[src/rtl/axil_reg_slice.sv]
// AXI4-Lite register slice: each of the five channels is independently bypass, forward register or skid buffer.
// Define AXIL_SLICE_ZERO_IDLE_EN to force registered payload outputs to zero while their valid is low.

module axil_slice_fwd #(
  parameter int W = 32
) (
  input  logic         aclk,
  input  logic         aresetn,
  input  logic [W-1:0] in_data,
  input  logic         in_valid,
  output logic         in_ready,
  output logic [W-1:0] out_data,
  output logic         out_valid,
  input  logic         out_ready
);

  assign in_ready = !out_valid || out_ready;

  always_ff @(posedge aclk) begin
    if (!aresetn) begin
      out_valid <= 1'b0;
      out_data  <= '0;
    end else if (in_ready) begin
      out_valid <= in_valid;
`ifdef AXIL_SLICE_ZERO_IDLE_EN
      out_data  <= in_valid ? in_data : '0;
`else
      if (in_valid) out_data <= in_data;
`endif
    end
  end

endmodule

// state    | meaning
// ST_EMPTY | nothing held, out_valid low
// ST_FULL  | one beat in the out register, skid register empty
// ST_SKID  | beats in out and skid registers, in_ready low
module axil_slice_skid #(
  parameter int W = 32
) (
  input  logic         aclk,
  input  logic         aresetn,
  input  logic [W-1:0] in_data,
  input  logic         in_valid,
  output logic         in_ready,
  output logic [W-1:0] out_data,
  output logic         out_valid,
  input  logic         out_ready
);

  typedef enum logic [1:0] {
    ST_EMPTY = 2'd0,
    ST_FULL  = 2'd1,
    ST_SKID  = 2'd2
  } state_t;

  state_t       state, state_nxt;
  logic [W-1:0] out_data_nxt;
  logic [W-1:0] skid_data, skid_data_nxt;
  logic         in_ready_q;
  logic         accept, drain;

  assign in_ready = in_ready_q;
  assign accept   = in_valid && in_ready_q;
  assign drain    = out_valid && out_ready;

  always_ff @(posedge aclk) begin
    if (!aresetn) begin
      state      <= ST_EMPTY;
      out_valid  <= 1'b0;
      out_data   <= '0;
      skid_data  <= '0;
      in_ready_q <= 1'b0;
    end else begin
      state      <= state_nxt;
      out_valid  <= (state_nxt != ST_EMPTY);
      out_data   <= out_data_nxt;
      skid_data  <= skid_data_nxt;
      in_ready_q <= (state_nxt != ST_SKID);
    end
  end

  always_comb begin
    state_nxt     = state;
    out_data_nxt  = out_data;
    skid_data_nxt = skid_data;
    case (state)
      ST_EMPTY: begin
        if (accept) begin
          state_nxt    = ST_FULL;
          out_data_nxt = in_data;
        end
      end
      ST_FULL: begin
        if (accept && drain) begin
          out_data_nxt = in_data;
        end else if (accept) begin
          state_nxt     = ST_SKID;
          skid_data_nxt = in_data;
        end else if (drain) begin
          state_nxt = ST_EMPTY;
`ifdef AXIL_SLICE_ZERO_IDLE_EN
          out_data_nxt = '0;
`endif
        end
      end
      ST_SKID: begin
        // in_ready is low here, so the only event is the out register draining
        if (drain) begin
          state_nxt    = ST_FULL;
          out_data_nxt = skid_data;
        end
      end
      default: state_nxt = ST_EMPTY;
    endcase
  end

endmodule

module axil_slice_chan #(
  parameter int W    = 32,
  parameter int MODE = 2
) (
  input  logic         aclk,
  input  logic         aresetn,
  input  logic [W-1:0] in_data,
  input  logic         in_valid,
  output logic         in_ready,
  output logic [W-1:0] out_data,
  output logic         out_valid,
  input  logic         out_ready
);

  generate
    if (MODE == 0) begin : g_bypass
      logic unused_bypass;
      assign unused_bypass = aclk ^ aresetn;
      assign out_data  = in_data;
      assign out_valid = in_valid;
      assign in_ready  = out_ready;
    end else if (MODE == 1) begin : g_fwd
      axil_slice_fwd #(.W(W)) u_fwd (
        .aclk(aclk), .aresetn(aresetn),
        .in_data(in_data), .in_valid(in_valid), .in_ready(in_ready),
        .out_data(out_data), .out_valid(out_valid), .out_ready(out_ready)
      );
    end else begin : g_skid
      axil_slice_skid #(.W(W)) u_skid (
        .aclk(aclk), .aresetn(aresetn),
        .in_data(in_data), .in_valid(in_valid), .in_ready(in_ready),
        .out_data(out_data), .out_valid(out_valid), .out_ready(out_ready)
      );
    end
  endgenerate

endmodule

module axil_reg_slice #(
  parameter int ADDR_WIDTH = 32,
  parameter int DATA_WIDTH = 32,
  parameter int STRB_WIDTH = DATA_WIDTH / 8,
  parameter int AW_MODE    = 2,
  parameter int W_MODE     = 2,
  parameter int B_MODE     = 2,
  parameter int AR_MODE    = 2,
  parameter int R_MODE     = 2
) (
  input  logic                  aclk,
  input  logic                  aresetn,

  input  logic [ADDR_WIDTH-1:0] s_axil_awaddr,
  input  logic [2:0]            s_axil_awprot,
  input  logic                  s_axil_awvalid,
  output logic                  s_axil_awready,
  input  logic [DATA_WIDTH-1:0] s_axil_wdata,
  input  logic [STRB_WIDTH-1:0] s_axil_wstrb,
  input  logic                  s_axil_wvalid,
  output logic                  s_axil_wready,
  output logic [1:0]            s_axil_bresp,
  output logic                  s_axil_bvalid,
  input  logic                  s_axil_bready,
  input  logic [ADDR_WIDTH-1:0] s_axil_araddr,
  input  logic [2:0]            s_axil_arprot,
  input  logic                  s_axil_arvalid,
  output logic                  s_axil_arready,
  output logic [DATA_WIDTH-1:0] s_axil_rdata,
  output logic [1:0]            s_axil_rresp,
  output logic                  s_axil_rvalid,
  input  logic                  s_axil_rready,

  output logic [ADDR_WIDTH-1:0] m_axil_awaddr,
  output logic [2:0]            m_axil_awprot,
  output logic                  m_axil_awvalid,
  input  logic                  m_axil_awready,
  output logic [DATA_WIDTH-1:0] m_axil_wdata,
  output logic [STRB_WIDTH-1:0] m_axil_wstrb,
  output logic                  m_axil_wvalid,
  input  logic                  m_axil_wready,
  input  logic [1:0]            m_axil_bresp,
  input  logic                  m_axil_bvalid,
  output logic                  m_axil_bready,
  output logic [ADDR_WIDTH-1:0] m_axil_araddr,
  output logic [2:0]            m_axil_arprot,
  output logic                  m_axil_arvalid,
  input  logic                  m_axil_arready,
  input  logic [DATA_WIDTH-1:0] m_axil_rdata,
  input  logic [1:0]            m_axil_rresp,
  input  logic                  m_axil_rvalid,
  output logic                  m_axil_rready
);

  localparam int AX_W = ADDR_WIDTH + 3;
  localparam int WD_W = DATA_WIDTH + STRB_WIDTH;
  localparam int RD_W = DATA_WIDTH + 2;

  logic [AX_W-1:0] aw_out, ar_out;
  logic [WD_W-1:0] w_out;
  logic [RD_W-1:0] r_out;

  assign {m_axil_awaddr, m_axil_awprot} = aw_out;
  assign {m_axil_wdata, m_axil_wstrb}   = w_out;
  assign {m_axil_araddr, m_axil_arprot} = ar_out;
  assign {s_axil_rdata, s_axil_rresp}   = r_out;

  axil_slice_chan #(.W(AX_W), .MODE(AW_MODE)) u_aw (
    .aclk(aclk), .aresetn(aresetn),
    .in_data({s_axil_awaddr, s_axil_awprot}), .in_valid(s_axil_awvalid), .in_ready(s_axil_awready),
    .out_data(aw_out), .out_valid(m_axil_awvalid), .out_ready(m_axil_awready)
  );

  axil_slice_chan #(.W(WD_W), .MODE(W_MODE)) u_w (
    .aclk(aclk), .aresetn(aresetn),
    .in_data({s_axil_wdata, s_axil_wstrb}), .in_valid(s_axil_wvalid), .in_ready(s_axil_wready),
    .out_data(w_out), .out_valid(m_axil_wvalid), .out_ready(m_axil_wready)
  );

  axil_slice_chan #(.W(2), .MODE(B_MODE)) u_b (
    .aclk(aclk), .aresetn(aresetn),
    .in_data(m_axil_bresp), .in_valid(m_axil_bvalid), .in_ready(m_axil_bready),
    .out_data(s_axil_bresp), .out_valid(s_axil_bvalid), .out_ready(s_axil_bready)
  );

  axil_slice_chan #(.W(AX_W), .MODE(AR_MODE)) u_ar (
    .aclk(aclk), .aresetn(aresetn),
    .in_data({s_axil_araddr, s_axil_arprot}), .in_valid(s_axil_arvalid), .in_ready(s_axil_arready),
    .out_data(ar_out), .out_valid(m_axil_arvalid), .out_ready(m_axil_arready)
  );

  axil_slice_chan #(.W(RD_W), .MODE(R_MODE)) u_r (
    .aclk(aclk), .aresetn(aresetn),
    .in_data({m_axil_rdata, m_axil_rresp}), .in_valid(m_axil_rvalid), .in_ready(m_axil_rready),
    .out_data(r_out), .out_valid(s_axil_rvalid), .out_ready(s_axil_rready)
  );

endmodule

[config.mk]
export PLATFORM = sky130hd
export DESIGN_NAME = axil_reg_slice
export DESIGN_NICKNAME = d
export VERILOG_FILES = /design/src/rtl/axil_reg_slice.sv
export SDC_FILE = /design/constraint.sdc
export NUM_CORES = 1
export LEC_CHECK = 0
export ABC_AREA = 1
export BUFFER_PORTS_ARGS = -buffer_cell sky130_fd_sc_hd__buf_4
export CORE_UTILIZATION = 40
export CTS_BUF_LIST = sky130_fd_sc_hd__clkbuf_16
export CTS_CLUSTER_SIZE = 28
export DETAILED_ROUTE_END_ITERATION = 10
export PLACE_DENSITY = 0.67
export SYNTH_ARGS = -nofsm -noshare
export SYNTH_HDL_FRONTEND = slang
export SYNTH_SLANG_ARGS = --single-unit
[constraint.sdc]
create_clock -name aclk -period 1.32 [get_ports aclk]
set_clock_uncertainty 0.2 [all_clocks]
set_input_delay 0.264 -clock aclk [delete_from_list [all_inputs] [get_ports aclk]]
set_output_delay 0.264 -clock aclk [all_outputs]
set_load 0.03 [all_outputs]
==> results of run 1 <==
-- area by class of cell --
cell class,instances,share of cell area
Clock inverter,26,0.00981
Tap cell,435,0.0236
Inverter,135,0.0241
Antenna cell,4,0.000433
Sequential cell,304,0.273
Timing Repair Buffer,631,0.305
Clock buffer,37,0.0401
Multi-Input combinational cell,1476,0.323
-- through the flow --
stage / TNS [ns] / area (sq um) / setup slack [ns]
global placement: -23.06 / 16700 / -0.154
CTS: -71.32 / 22000 / -0.264
finish: -71.27 / 23100 / -0.261
global route: -95.33 / 23100 / -0.353
floorplan: -13.54 / 13600 / -0.108
detailed placement: -30.78 / 16700 / -0.194
-- sequential cells by signal, indices dropped and copies added, names as in the netlist, 2 cells and up --
| name | count |
|---|---|
| u_w.g_skid.u_skid.out_data | 36 |
| u_w.g_skid.u_skid.skid_data | 36 |
| u_ar.g_skid.u_skid.out_data | 35 |
| u_ar.g_skid.u_skid.skid_data | 35 |
| u_aw.g_skid.u_skid.out_data | 35 |
| u_aw.g_skid.u_skid.skid_data | 35 |
| u_r.g_skid.u_skid.out_data | 34 |
| u_r.g_skid.u_skid.skid_data | 34 |
| u_ar.g_skid.u_skid.state | 2 |
| u_aw.g_skid.u_skid.state | 2 |
| u_b.g_skid.u_skid.out_data | 2 |
| u_b.g_skid.u_skid.skid_data | 2 |
| u_b.g_skid.u_skid.state | 2 |
| u_r.g_skid.u_skid.state | 2 |
| u_w.g_skid.u_skid.state | 2 |
-- path summary, 6_finish.rpt --
check	startpoint	to	slack, ns	depth (start not counted)
max	u_r.g_skid.u_skid.state[1]	u_r.g_skid.u_skid.out_data[18]	-0.26	10
min	s_axil_rready	u_r.g_skid.u_skid.in_ready	-0.12	3
max reg2reg	u_r.g_skid.u_skid.state[1]	u_r.g_skid.u_skid.out_data[18]	-0.26	10
min reg2reg	u_b.g_skid.u_skid.skid_data[1]	u_b.g_skid.u_skid.skid_data[1]	0.26	2
-- what timing repair did --
action	4_1_cts	5_1_grt
setup buffers	52	19
hold endpoints to repair	291	1
gates cloned	28	13
resized for setup	548	304
pin swaps	71	100
setup endpoints to repair	445	451
-- logic make-up after synthesis --
| group | count (synthesis) | share of synthesized area |
|---|---|---|
| DFF | 304 | 0.464 |
| AOI/OAI and AO/OA | 228 | 0.0915 |
| buffers and inverters | 253 | 0.0814 |
| xor gates and xnor gates | 3 | 0.00200 |
| and+or+nand+nor | 1245 | 0.361 |
-- tightest hold or removal path, stage by stage --
cell and delay, ns:
sky130_fd_sc_hd__buf_4 0.12, sky130_fd_sc_hd__nand2_4 0.09, sky130_fd_sc_hd__a211oi_1 0.06
-- synth_stat cells, types with 3 or more instances --
library cell               count  area (sq um)
sky130_fd_sc_hd__nand3_2       3          30.0
sky130_fd_sc_hd__nor2_4        4          45.0
sky130_fd_sc_hd__a31oi_1      35           219
sky130_fd_sc_hd__dfxtp_1     304          6090
sky130_fd_sc_hd__clkbuf_1     49           184
sky130_fd_sc_hd__o21ai_0     148           741
sky130_fd_sc_hd__nor2_1      549          2060
sky130_fd_sc_hd__nand2_1     680          2550
sky130_fd_sc_hd__inv_1       125           469
sky130_fd_sc_hd__nand3_1       4          20.0
sky130_fd_sc_hd__buf_2        53           265
sky130_fd_sc_hd__a21oi_1       6          30.0
sky130_fd_sc_hd__buf_1         4          15.0
sky130_fd_sc_hd__o21ai_1      36           180
sky130_fd_sc_hd__buf_4        10          75.1
sky130_fd_sc_hd__inv_2         9          33.8
sky130_fd_sc_hd__xnor2_1       3          26.3
-- power breakdown --
group,internal [W],switching [W],total (W)
clock network,0.00587,0.00397,0.00984
logic,0.00344,0.00381,0.00724
registers,0.00997,0.000552,0.0105
total,0.0193,0.00833,0.0276
-- routing by layer --
layer | global-route usage | vias to the layer above | share of wire
li1 | - | 7333 | -
met3 | 0.0490 | 178 | 0.071
met2 | 0.461 | 642 | 0.49
met1 | 0.309 | 7065 | 0.39
met4 | 0.119 | 0 | 0.044
met5 | 0.00296 | - | 0
==> flow_summary.toml, run 1 <==
[place]
numPortBuffers = 305
placed_cells_incl_taps = 2744
dp_hpwl_mm = 25.2
place_congestion = 0.818

[synthesis]
ys_types = 26
synth.cell_area_sq_um = 13100
synthArstFlopShare = 0
synth_seq_area_share = 0.464
synth.avg_cell_area_sq_um = 6.46
yosysWarnings = 0
netlist_instances = 2033
yosys_register_bits = 304
synthesis.nets = 2187
synth_edf_count = 0
yosys_most_used_dff = "sky130_fd_sc_hd__dfxtp_1"

[cts]
path_clk_slew_ns = 0.06
cts-root-to-sink-buffers = 3
cts.hold.buffers_added = 148
cts_tree = "built"
htree_num_levels = 2
clock_sinks = 304
ctsRootBufferMaster = "sky130_fd_sc_hd__clkbuf_16"
tritoncts.num_buffers = 35
clock_insertion_delay_worst_skew_ns = 0.52

[routing]
iteration_0_drc_count_of_the_detailed_router = 863
first_pass_iters = 6
routed_wirelength_mm = 49.1
route.antenna.remaining_nets = 0
detail_route.vias_per_cell = 4.99
via_count = 15218
wl_cell_microns = 16.1
route.detailed.drc = 0

[cells_and_area]
syn2layout_area_growth_pct = 76.0
finish.cell_count_without_fillers = 3048
area.sequential_sq_um = 6310
fillers = 2191
multi_input_comb_area_sq_um = 7470
nNetsFinal = 2737
final_cell_mix = "sky130_fd_sc_hd__nand2_1, sky130_fd_sc_hd__nor2_1, sky130_fd_sc_hd__buf_4"
mostFrequentLayoutCell = "sky130_fd_sc_hd__nand2_1"
utilization = 0.724
share_of_post_route_cells_with_drive_strength_above_1 = 0.390

[critical_path]
worstSetupPathType = "flop to flop"
crit_chain = "inv_4 -> nor2_4 -> nand2_2 -> nand2_4 -> nand2_8 -> buf_4 -> buf_12 -> nand2_1 -> nand2_1 -> nor2_1"
timing.critical_path.required_ns = 1.56
slowest_delay_ns = 0.35
critPathMaxFanout = 7
cp.arrival_ns = 1.82
cp_num_buf_inv = 3
critical-path-top-cell-by-count = "sky130_fd_sc_hd__nand2_1"
cp_top_family = "simple AND/OR/NAND/NOR gates"
cp-end-kind = "flop"
setup.worst_path.start_class = "flop"
critical-path-slowest-cell = "sky130_fd_sc_hd__dfxtp_2"

[sta]
worst_slack_ns = -0.261
final_setup_violation_count = 444
hold_viol_final = 3
achievable-frequency_mhz = 633
minimum_period_implied_by_the_final_worst_setup_slack_ns = 1.58
finalCritPeriodShare = 1.20
rsz0062_at_grt = "true"
maxSlewViolCount = 0
fin_hold_ws_ns = -0.123
slew-limit-headroom = 0.681
worst_pin_slew_ns = 0.476

[die]
starting_utilization_of_the_core_area = 0.412
dieHeight_microns = 183
dieWidth_microns = 183
fp.dieArea_sq_um = 33500
std_cell_rows = 65
coreArea_sq_um = 31900
ioPinCount = 306

[outcome]
failing_checks = "negative hold slack, negative setup slack"
outcome = "finished with violations"

[grt]
initial_antenna_violation_count = 4
largest_net_degree_at_the_start_of_global_routing = 59
track_usage = 0.262
grt_pass1_vias = 14573
grt_first_pass_wirelength_mm = 71.8
globalRouteOverflowTotal = 0

[pwr]
power_w = 0.0276
worst_vdd_ir_mv = 0.904
pwr_density_cell_nw_per_um2 = 1200
cellLeakagePower_nw = 11.0

[worst_hold_path]
worst_hold_path_type = "primary input to flop"

[flow_run]
maxCapViolations = 0
Note: power is estimated with default switching activity, not from simulation.
==> run 2: changes to the inputs <==
Settings changed: CTS_BUF_LIST sky130_fd_sc_hd__clkbuf_16 to sky130_fd_sc_hd__clkbuf_2, PLACE_DENSITY 0.67 to 0.64.
Clock period 1.32 ns to 1.7 ns, I/O delays scaled along.
==> run 2 against run 1 <==
Compared with the run above: the flow finishes with violations (negative setup slack); largest cell class is now buffers; combinational power decreased by 37%; routed wire length shrank 11%; critical endpoint is now s_axil_wready; clock power down 46%.
==> flow_summary.toml, run 2 (same netlist as run 1, synthesis figures left out) <==
[outcome]
outcome = "finished with violations"
failing_checks = "negative setup slack"

[cells_and_area]
reg_top3 = "u_w.g_skid.u_skid.out_data (36), u_w.g_skid.u_skid.skid_data (36)"
final_cell_mix = "sky130_fd_sc_hd__nand2_1, sky130_fd_sc_hd__nor2_1, sky130_fd_sc_hd__dlygate4sd3_1"
mostFrequentLayoutCell = "sky130_fd_sc_hd__nand2_1"
share_of_post_route_cells_with_drive_strength_above_1 = 0.264
post-route-cell-area_sq_um = 20700
fillers = 2684
nNetsFinal = 2811
multi_input_comb_area_sq_um = 6060
area.sequential_sq_um = 6280
syn2layout_area_growth_pct = 58.0
finish.cell_count_without_fillers = 3149
utilization = 0.650

[sta]
final.setup.tns_ns = -27.50
minimum_period_implied_by_the_final_worst_setup_slack_ns = 1.95
fin_hold_ws_ns = 0.0919
rsz0062_at_grt = "true"
maxSlewViolCount = 0
worst_pin_slew_ns = 0.408
worst_slack_ns = -0.249
slew-limit-headroom = 0.728
achievable-frequency_mhz = 513
final_setup_violation_count = 152
hold_viol_final = 0
finalCritPeriodShare = 1.15

[pwr]
power_frac_comb = 0.253
p_clk_frac = 0.297
pwr_density_cell_nw_per_um2 = 869
sequential_cell_fraction_of_total_power = 0.450
total_switching_power_w = 0.00594
power.share.switching = 0.330
worst_vdd_ir_mv = 0.547
cellLeakagePower_nw = 10.5
power.internal_w = 0.0121

[critical_path]
setup.worst_path.start_class = "flop"
critPathMaxFanout = 2
crit_chain = "buf_6"
worstSetupPathType = "flop to output port"
cp_top_family = "flip-flops"
crit-reg2reg-capture = "u_b.g_skid.u_skid.skid_data[1]"
slowest_delay_ns = 0.38
worst_r2r_startpoint = "u_b.g_skid.u_skid.state[0]"
critical-path-slowest-cell = "sky130_fd_sc_hd__dfxtp_2"
ff2ff_path_depth = 6
setup.reg_to_reg.worst_slack_ns = 0.05
cp-end-kind = "output port"
cp.arrival_ns = 1.41
timing.critical_path.required_ns = 1.16
cp_num_buf_inv = 1

[place]
numPortBuffers = 305
placed_cells_incl_taps = 2706
dp_hpwl_mm = 24.0
placed_cell_area_sq_um = 16100
place_congestion = 0.804

[cts]
clock_insertion_delay_worst_skew_ns = 0.89
path_clk_slew_ns = 0.12
ctsRootBufferMaster = "sky130_fd_sc_hd__clkbuf_2"
cts_tree = "built"
clock_sinks = 304
htree_num_levels = 3
cts-root-to-sink-buffers = 3
tritoncts.num_buffers = 83

[routing]
wl_met1_mm = 18.5
top_layer_used = "met5"
route.antenna.remaining_nets = 0
met3WireLength_mm = 3.05
route.detailed.drc = 0
first_pass_iters = 5
iteration_0_drc_count_of_the_detailed_router = 878
via_count = 14896
wl_met2_mm = 21.2
detail_route.vias_per_cell = 4.73
routed_wirelength_mm = 43.7
wl_cell_microns = 13.9

[worst_hold_path]
hold_path_startpoint = "s_axil_araddr[5]"
worst_hold_path_type = "primary input to flop"
min_delay_worst_endpoint = "u_ar.g_skid.u_skid.skid_data[8]"
worst_hold_path.num_cells = 4

[grt]
largest_net_degree_at_the_start_of_global_routing = 48
globalRouteOverflowTotal = 0
grt_pass1_vias = 14125
grt_first_pass_wirelength_mm = 68.1
initial_antenna_violation_count = 4
track_usage = 0.246

[flow_run]
maxCapViolations = 0

[die]
dieHeight_microns = 183
dieWidth_microns = 183
starting_utilization_of_the_core_area = 0.412
ioPinCount = 306
coreArea_sq_um = 31900
fp.dieArea_sq_um = 33500
std_cell_rows = 65
## run 2: changes by cell type in the layout (fill, tap and decap cells not counted), sizes merged
cell / delta
buf: -81
bufbuf: -2
dlygate4sd3: +113
nand2: +1
clkinvlp: +2
bufinv: -2
clkbuf: +83
inv: -8
clkinv: -4
diode: -1
## run 2: through the flow
step / worst slack, ns / total power, W
2_1_floorplan: 0.0745 / 0.0102
3_3_place_gp: 0.0398 / 0.0116
3_5_place_dp: 0.000304 / 0.0116
4_1_cts: -0.359 / 0.0179
5_1_grt: -0.373 / 0.0191
6_report: -0.249 / 0.0180
## run 2: how the worst max path moves through the flow
| stage | depth (start not counted) | endpoint | startpoint |
|---|---|---|---|
| after CTS | 1 | m_axil_arvalid | u_ar.g_skid.u_skid.out_valid |
| after detailed placement | 7 | u_aw.g_skid.u_skid.skid_data[7] | m_axil_awready |
| after global routing | 1 | s_axil_wready | u_w.g_skid.u_skid.in_ready |
| final | 1 | s_axil_wready | u_w.g_skid.u_skid.in_ready |
| after floorplan | 6 | u_ar.g_skid.u_skid.out_data[22] | u_ar.g_skid.u_skid.out_valid |
| after global placement | 7 | u_r.g_skid.u_skid.skid_data[7] | s_axil_rready |
## run 2: cell type report
class                   count  area share
repair buffers            656       0.317
clock buffers             125      0.0302
inverters                 135      0.0252
multi-input cells        1477       0.292
diodes                      3    0.000362
well taps                 435      0.0262
clock inverters            14     0.00567
flip-flops and latches    304       0.303
## run 2: timing repair
action | 4_1_cts | 5_1_grt
pin swaps | 0 | 7
endpoints found under the setup margin | 155 | 321
endpoints found under the hold margin | 304 | 0
buffers inserted | 9 | 20
gates resized for setup | 305 | 41
hold buffers | 262 | 0
cloned | 0 | 11
## run 2: power by group through the flow
| stage | clock, W | combinational (W) | sequential [W] |
|---|---|---|---|
| 2_1_floorplan | 0 | 0.00146 | 0.00876 |
| 3_3_place_gp | 0 | 0.00349 | 0.00810 |
| 3_5_place_dp | 0 | 0.00352 | 0.00812 |
| 4_1_cts | 0.00549 | 0.00427 | 0.00810 |
| 5_1_grt | 0.00596 | 0.00493 | 0.00817 |
| 6_report | 0.00535 | 0.00456 | 0.00811 |
## run 2: per-layer routing
| metal | vias to the layer above | track usage |
|---|---|---|
| li1 | 7498 | - |
| met2 | 514 | 0.412 |
| met1 | 6805 | 0.303 |
| met4 | 2 | 0.102 |
| met5 | - | 0 |
| met3 | 77 | 0.0568 |
==> run 3: changes to the inputs <==
Settings changed: REMOVE_ABC_BUFFERS set to 1.
Clock period 1.7 ns to 2.3 ns, I/O delays scaled along.
==> run 3 against run 2 <==
Compared with the run above: via count fell by 4.4%; sequential power fell by 27%; global-route usage fell by 1.6 points; largest power group unchanged; count of clock-buffer cells in the layout fell by 11; the run still ends with negative setup slack left; sequential share of layout area rose by 1.6 points; clock power fell by 32%; critical path depth rose by 6; largest cell class is now registers.
==> flow_summary.toml, run 3 (same netlist as run 1, synthesis figures left out) <==
[place]
place_ws_ns = 0.280
placed_cell_area_sq_um = 15800
dp_hpwl_mm = 22.8
place_congestion = 0.806
numPortBuffers = 305

[pwr]
pwr_density_cell_nw_per_um2 = 650
cellLeakagePower_nw = 10.0
worst_vdd_ir_mv = 0.376

[routing]
via_count = 14243
route.detailed.drc = 0
wl_cell_microns = 12.7
route.antenna.remaining_nets = 0
first_pass_iters = 5
iteration_0_drc_count_of_the_detailed_router = 966
detail_route.vias_per_cell = 4.62
routed_wirelength_mm = 39.1

[grt]
globalRouteOverflowTotal = 0
largest_net_degree_at_the_start_of_global_routing = 76
grt_pass1_vias = 13722
initial_antenna_violation_count = 3
grt_first_pass_wirelength_mm = 64.1
track_usage = 0.230

[cts]
cts_tree = "built"
clock_sinks = 304
path_clk_slew_ns = 0.10
tritoncts.num_buffers = 81
clock_insertion_delay_worst_skew_ns = 0.83
htree_num_levels = 3
cts-root-to-sink-buffers = 3
ctsRootBufferMaster = "sky130_fd_sc_hd__clkbuf_2"

[cells_and_area]
mostFrequentLayoutCell = "sky130_fd_sc_hd__nand2_1"
final_cell_mix = "sky130_fd_sc_hd__nand2_1, sky130_fd_sc_hd__nor2_1, sky130_fd_sc_hd__buf_4"
syn2layout_area_growth_pct = 45.3
nNetsFinal = 2749
reg_top3 = "u_w.g_skid.u_skid.out_data (36), u_w.g_skid.u_skid.skid_data (36)"
utilization = 0.598
share_of_post_route_cells_with_drive_strength_above_1 = 0.185
fillers = 3027
post-route-cell-area_sq_um = 19100

[sta]
finalCritPeriodShare = 1.02
achievable-frequency_mhz = 426
worst_slack_ns = -0.0474
hold_viol_final = 0
worst_pin_slew_ns = 0.665
minimum_period_implied_by_the_final_worst_setup_slack_ns = 2.35
slew-limit-headroom = 0.556
final_setup_violation_count = 1
rsz0062_at_grt = "false"
maxSlewViolCount = 0

[die]
ioPinCount = 306
std_cell_rows = 65
dieHeight_microns = 183
fp.dieArea_sq_um = 33500
coreArea_sq_um = 31900
starting_utilization_of_the_core_area = 0.412
dieWidth_microns = 183

[worst_hold_path]
worst_hold_path_type = "primary input to flop"

[critical_path]
worstSetupPathType = "primary input to flop"
timing.critical_path.required_ns = 2.88
cp-end-kind = "flop"
setup.worst_path.start_class = "primary input"
critPathMaxFanout = 41
cp.arrival_ns = 2.92

[outcome]
failing_checks = "negative setup slack"
outcome = "finished with violations"

[flow_run]
maxCapViolations = 0
run 3: changes by cell type in the layout (fill, tap and decap cells not counted), moves of 6 or more:
cell / change
sky130_fd_sc_hd__clkinv_1: +7
sky130_fd_sc_hd__clkbuf_16: -7
sky130_fd_sc_hd__buf_4: +123
sky130_fd_sc_hd__buf_12: -12
sky130_fd_sc_hd__clkbuf_2: -11
sky130_fd_sc_hd__buf_6: -157
sky130_fd_sc_hd__dfxtp_2: -151
sky130_fd_sc_hd__dfxtp_1: +152
sky130_fd_sc_hd__dlygate4sd3_1: -6
run 3: final timing paths:
kind / cells after the start / end / slack, ns / startpoint
worst min-delay path: 4 / u_w.g_skid.u_skid.skid_data[26] / 0.22 / s_axil_wdata[22]
worst max-delay path: 7 / u_b.g_skid.u_skid.skid_data[1] / -0.05 / aresetn
worst min register to register: 2 / u_ar.g_skid.u_skid.skid_data[12] / 0.29 / u_ar.g_skid.u_skid.skid_data[12]
worst max register to register: 7 / u_b.g_skid.u_skid.skid_data[0] / 0.11 / u_b.g_skid.u_skid.state[0]
run 3: area by class of cell:
type | count | area, sq um | share of cell area
Inverter | 135 | 512 | 0.0268
Timing Repair Buffer | 597 | 5260 | 0.276
Clock inverter | 19 | 100 | 0.00525
Tap cell | 435 | 544 | 0.0285
Antenna cell | 3 | 7.51 | 0.000394
Clock buffer | 114 | 571 | 0.0299
Multi-Input combinational cell | 1476 | 6000 | 0.314
Sequential cell | 304 | 6090 | 0.319
run 3: repair_timing:
action                                 CTS  global route
setup endpoints to repair                0            72
gates resized for setup                  0            16
endpoints found under the hold margin  304             0
buffers inserted                         0             3
hold buffers                           255             0
run 3: layer usage:
metal / up-vias / share of wire / track usage
met5: - / 0 / 0
met3: 81 / 0.069 / 0.0544
li1: 7353 / - / -
met1: 6362 / 0.44 / 0.285
met2: 447 / 0.47 / 0.388
met4: 0 / 0.024 / 0.0840
run 3: report_power, final:
part	total [W]	internal, W	switching (W)
Clock	0.00362	0.00142	0.00220
Sequential	0.00589	0.00566	0.000230
Combinational	0.00290	0.00123	0.00167
Total	0.0124	0.00830	0.00410
run 3: critical path: stages:
cell	delay [ns]
sky130_fd_sc_hd__dlygate4sd3_1	0.54
sky130_fd_sc_hd__clkbuf_8	0.32
sky130_fd_sc_hd__buf_12	0.25
sky130_fd_sc_hd__o21ai_1	0.09
sky130_fd_sc_hd__dlygate4sd3_1	0.56
sky130_fd_sc_hd__a21oi_1	0.11
sky130_fd_sc_hd__dlygate4sd3_1	0.56
run 3: metrics by stage:
stage                     hold WS (ns)  power [W]  std cells  TNS [ns]
final                            0.220     0.0124       3083   -0.0474
after global routing             0.134     0.0132       3083         0
after CTS                       0.0872     0.0125       3077         0
after detailed placement         0.241    0.00852       2689         0
after global placement           0.233    0.00849       2689         0
after floorplan                  0.224    0.00745       1915    -85.90
